`config.mk`:
```
export PLATFORM = sky130hd
export DESIGN_NAME = flash_phase_ctrl
export DESIGN_NICKNAME = d
export VERILOG_FILES = /design/src/rtl/flash_phase_ctrl.sv
export SDC_FILE = /design/constraint.sdc
export NUM_CORES = 1
export LEC_CHECK = 0
export CAP_MARGIN = 20
export CORE_MARGIN = 4
export CORE_UTILIZATION = 38
export DETAILED_ROUTE_END_ITERATION = 7
export GPL_ROUTABILITY_DRIVEN = 0
export HOLD_SLACK_MARGIN = 0.05
export PLACE_DENSITY = 0.66
export SLEW_MARGIN = 10
export SYNTH_ARGS = -nofsm -noshare
export SYNTH_HDL_FRONTEND = slang
export SYNTH_SLANG_ARGS = --single-unit
```
`constraint.sdc`:
```
create_clock -name clk -period 3.6 [get_ports clk]
set_input_delay 0.36 -clock clk [delete_from_list [all_inputs] [get_ports clk]]
set_output_delay 0.36 -clock clk [all_outputs]
set_load 0.005 [all_outputs]
```
`src/rtl/flash_phase_ctrl.sv`:
```
// flash_phase_ctrl: phase sequencer for a 16-LED bound-flasher bar.
// Owns the bar fill level and the phase FSM, and issues one-cycle step commands to the LED
// datapath (step_up lights bit level-1, step_dn clears bit level).
// Ports:
//   clk      in   clock, rising edge
//   rst_n    in   asynchronous active-low reset
//   flick    in   start request in IDLE; kickback request at kick points in P2/P4
//   hold     in   freezes ticks, steps and phase changes while high
//   step_up  out  one-cycle pulse, datapath lights one LED
//   step_dn  out  one-cycle pulse, datapath clears one LED
//   level    out  lit-LED count after the current step, 0..MAX_LED
//   phase    out  0=IDLE, 1..6=P0..P5
//   busy     out  phase != IDLE
//   done     out  one-cycle pulse on completion of P5
// All outputs are registered.
module flash_phase_ctrl #(
  parameter int unsigned MAX_LED  = 16,
  parameter int unsigned LVL_A    = 6,
  parameter int unsigned LVL_B    = 11,
  parameter int unsigned LVL_C    = 5,
  parameter int unsigned STEP_DIV = 1,
  parameter int unsigned LW       = $clog2(MAX_LED + 1)
) (
  input  logic          clk,
  input  logic          rst_n,
  input  logic          flick,
  input  logic          hold,
  output logic          step_up,
  output logic          step_dn,
  output logic [LW-1:0] level,
  output logic [2:0]    phase,
  output logic          busy,
  output logic          done
);

  typedef enum logic [2:0] {
    StIdle = 3'd0,
    StP0   = 3'd1,
    StP1   = 3'd2,
    StP2   = 3'd3,
    StP3   = 3'd4,
    StP4   = 3'd5,
    StP5   = 3'd6
  } phase_e;

  localparam int unsigned CW = (STEP_DIV > 1) ? $clog2(STEP_DIV) : 1;

  localparam logic [CW-1:0] CntLast = CW'(STEP_DIV - 1);
  localparam logic [LW-1:0] LvlA    = LW'(LVL_A);
  localparam logic [LW-1:0] LvlB    = LW'(LVL_B);
  localparam logic [LW-1:0] LvlC    = LW'(LVL_C);
  localparam logic [LW-1:0] LvlMax  = LW'(MAX_LED);

  phase_e        phase_q, phase_d;
  logic [LW-1:0] level_q, level_d;
  logic [CW-1:0] cnt_q, cnt_d;
  logic          step_up_q, step_up_d;
  logic          step_dn_q, step_dn_d;
  logic          done_q, done_d;
  logic          busy_q, busy_d;

  logic [LW-1:0] target;
  logic          up_phase;
  logic          tick;
  logic          kick;

  always_comb begin
    target   = '0;
    up_phase = 1'b0;
    unique case (phase_q)
      StP0:    begin target = LvlA;   up_phase = 1'b1; end
      StP1:    target = '0;
      StP2:    begin target = LvlB;   up_phase = 1'b1; end
      StP3:    target = LvlC;
      StP4:    begin target = LvlMax; up_phase = 1'b1; end
      StP5:    target = '0;
      default: target = '0;
    endcase
  end

  assign tick = (phase_q != StIdle) && !hold && (cnt_q == CntLast);
  assign kick = ((phase_q == StP2) || (phase_q == StP4)) &&
                ((level_q == LvlA) || (level_q == LvlB)) && flick;

  always_comb begin
    phase_d   = phase_q;
    level_d   = level_q;
    cnt_d     = cnt_q;
    step_up_d = 1'b0;
    step_dn_d = 1'b0;
    done_d    = 1'b0;

    if (phase_q == StIdle) begin
      cnt_d = '0;
      if (flick && !hold) begin
        phase_d = StP0;
      end
    end else if (!hold) begin
      if (tick) begin
        cnt_d = '0;
        // Kick beats advance: P2 sitting at LVL_B with flick still kicks back.
        if (kick) begin
          phase_d = (phase_q == StP2) ? StP1 : StP3;
        end else if (level_q == target) begin
          if (phase_q == StP5) begin
            phase_d = StIdle;
            done_d  = 1'b1;
          end else begin
            phase_d = phase_e'(phase_q + 3'd1);
          end
        end else if (up_phase) begin
          if (level_q != LvlMax) begin
            step_up_d = 1'b1;
            level_d   = level_q + 1'b1;
          end
        end else begin
          if (level_q != '0) begin
            step_dn_d = 1'b1;
            level_d   = level_q - 1'b1;
          end
        end
      end else begin
        cnt_d = cnt_q + 1'b1;
      end
    end
  end

  assign busy_d = (phase_d != StIdle);

  always_ff @(posedge clk or negedge rst_n) begin
    if (!rst_n) begin
      phase_q   <= StIdle;
      level_q   <= '0;
      cnt_q     <= '0;
      step_up_q <= 1'b0;
      step_dn_q <= 1'b0;
      done_q    <= 1'b0;
      busy_q    <= 1'b0;
    end else begin
      phase_q   <= phase_d;
      level_q   <= level_d;
      cnt_q     <= cnt_d;
      step_up_q <= step_up_d;
      step_dn_q <= step_dn_d;
      done_q    <= done_d;
      busy_q    <= busy_d;
    end
  end

  assign step_up = step_up_q;
  assign step_dn = step_dn_q;
  assign level   = level_q;
  assign phase   = phase_q;
  assign busy    = busy_q;
  assign done    = done_q;

endmodule

```
==> impl_metrics.toml <==
[outcome]
status = "completed"

[yosys]
synthArstFlopShare_pct = 100
synth_area_leader_cell = "dfrtp_1"
synth_top_flop_cell = "dfrtp_1"
ys_seq_area_share_pct = 29.6
yosysUniqueCellTypes = 45
synth_seq_cells = 13
synth_warnings = 0
yosys.area.top_type_share_pct = 29.6
synth_edf_count = 0
synth_area_leaders = "dfrtp_1 (30%), ha_1 (4.6%), xnor2_1 (4.0%)"
syn_area_mm2 = 0.00110
synth_cells = 122
synthesis.nets = 131
syn_avg_cell_area_um2 = 9.01

[final_layout]
area_delta_synth_final_pct = 17.1
fill_cells = 281
diodes = 0
final_cell_mix = "clkdlybuf4s50_1 (15), dfrtp_1 (13), nor2_1 (11), inv_1 (11)"
nets = 148
post-route-util_pct = 46.7
layout-drive-gt1-share_pct = 7.97
final_common_cell = "clkdlybuf4s50_1"
final_cells = 169

[worst_setup_path]
worstPathArrival_ps = 3280
regToRegStartpoint = "phase[2]"
critPathRequiredTime_ps = 3800
reg2regPathDepth = 11
path_class = "flip-flop to flip-flop"
crit_fanout = 21
critPathCaptureType = "flip-flop"
startpoint_type = "flip-flop"
reg2reg_to = "level[4]"
r2r_slack_ps = 520

[placement]
dp_hpwl_mm = 1.94
dp_cells = 165
io_buffers = 15
dpl_worst_slack_ps = 591

[clock_tree]
clkSlewWorstSetupHoldPaths_ps = 80
cts.htree.levels = 1
cts-resized-gates = 0
hold_buffers = 0
cts_root_buffer = "clkbuf_4"
cts_buffer_depth = 2
cts_tree = "built"
cts_setup_buffers = 0
cts_buffers = 3
clock-sinks = 13
worst_skew_pair.late_latency_ps = 270

[sta]
hold_viol = 0
rsz0062_at_grt = "no"
post-route-period-util_pct = 85.6
worst_pin_slew_ps = 581
fin_tns_setup_ps = 0
relSlewSlack_pct = 61.2
drv_slew = 0
min_period_ps = 3080
setup_viol = 0
layout_setup_ws_ps = 519
max_freq_mhz = 325
fin_worst_skew_ps = 3.60

[run]
maxCapViolCount = 0

[grt]
grt_pass1_vias = 965
grt_start_max_net_pins = 22
antenna_found_initial = 0
grt_pass1_wl_mm = 4.35
grt_overflow_total = 0
track_usage_pct = 15.5

[min_path]
holdCritPathClass = "primary input to async pin"

[route]
drc = 0
drt_iter0_drc = 17
vias_per_cell = 5.62
routedWlPerCell_um = 14.5
vias = 949
drt-pass1-iter-count = 4
antenna_left = 0
routed_wirelength_mm = 2.44

[die]
die_w_um = 61.8
start_util_pct = 39.9
die_area_mm2 = 0.00382
die_h_um = 61.8
core_area_mm2 = 0.00276
ios = 16
num_rows = 19

[pwr]
leakage_uw = 0.000540
peakVddDrop_uv = 405
finalPower_uw = 937
p_per_area_mw_per_mm2 = 728
[sequential cells by signal, indices dropped and copies added, names as in the netlist]
name and cells:
phase 3, step_up 1, level 5, done 1, step_dn 1, cnt_q 1, busy 1
[area by class of cell]
type	instances	area, µm²	share of cell area [%]
multi-input combinational	93	691	53.6
sequential	13	325	25.3
timing repair buffer	17	165	12.8
inverter	11	41.3	3.21
tap	31	38.8	3.01
clock buffer	4	26.3	2.04
[critical path: stages, from the launching register on]
cell and delay, ps:
dfrtp_1 700, inv_1 140, ha_1 310, nor2_1 430, inv_1 170, fa_1 430
inv_1 80, a21o_1 110, a21oi_1 70, xnor2_1 120, nor4_1 270, xnor2_1 170
[where the power goes]
| part | leakage [µW] | switching, µW | total, µW | internal [µW] |
|---|---|---|---|---|
| Clock | 0.0000150 | 49.1 | 92.1 | 42.9 |
| Combinational | 0.000374 | 273 | 565 | 292 |
| Sequential | 0.000152 | 89.1 | 281 | 192 |
| Total | 0.000540 | 411 | 937 | 527 |
[logic make-up after synthesis]
family | synth area share [%]
muxes | 3.75
and+or+nand+nor | 27.6
adders and majority gates | 6.37
AOI/OAI and AO/OA | 20.2
buffers and inverters | 7.62
DFF | 29.6
xor gates and xnor gates | 4.78
[per-stage QoR]
step | area [µm²] | hold WS (ps)
3_3_place_gp | 1260 | 526
4_1_cts | 1290 | 469
5_1_grt | 1290 | 495
2_1_floorplan | 1100 | 64.4
3_5_place_dp | 1260 | 535
6_report | 1290 | 446
[layer usage]
layer  share of wire [%]  routed length, µm  global-route usage (%)
met2                  51               1250                    26.8
met4                 1.1                 26                    6.67
met1                  45               1100                    19.1
met5                   0                  0                       0
met3                 3.0                 74                    2.48
[Yosys cell counts, types with 2 or more instances]
| cell | count |
|---|---|
| dfrtp_1 | 13 |
| inv_1 | 11 |
| nor2_1 | 11 |
| a21oi_1 | 5 |
| nand2_1 | 5 |
| o21ai_0 | 5 |
| xnor2_1 | 5 |
| ha_1 | 4 |
| nand2b_1 | 4 |
| nor4_1 | 4 |
| a21o_1 | 3 |
| a2bb2oi_1 | 3 |
| and2_1 | 3 |
| and3_1 | 3 |
| buf_6 | 3 |
| mux2i_1 | 3 |
| nor2b_1 | 3 |
| nor3_1 | 3 |
| nand3_1 | 2 |
| nor3_4 | 2 |
| nor3b_1 | 2 |
| or3_1 | 2 |
[worst max-delay path by stage]
stage                   from  endpoint  slack [ps]  cells past startpoint
floorplan           phase[1]  level[4]        1000                     12
global placement    phase[2]  level[4]         820                     11
finish              phase[2]  level[4]         520                     11
CTS                 phase[2]  level[4]         560                     11
detailed placement  phase[2]  level[4]         590                     11
global route        phase[2]  level[4]         230                     11
Note: power is estimated with default switching activity, not from simulation.
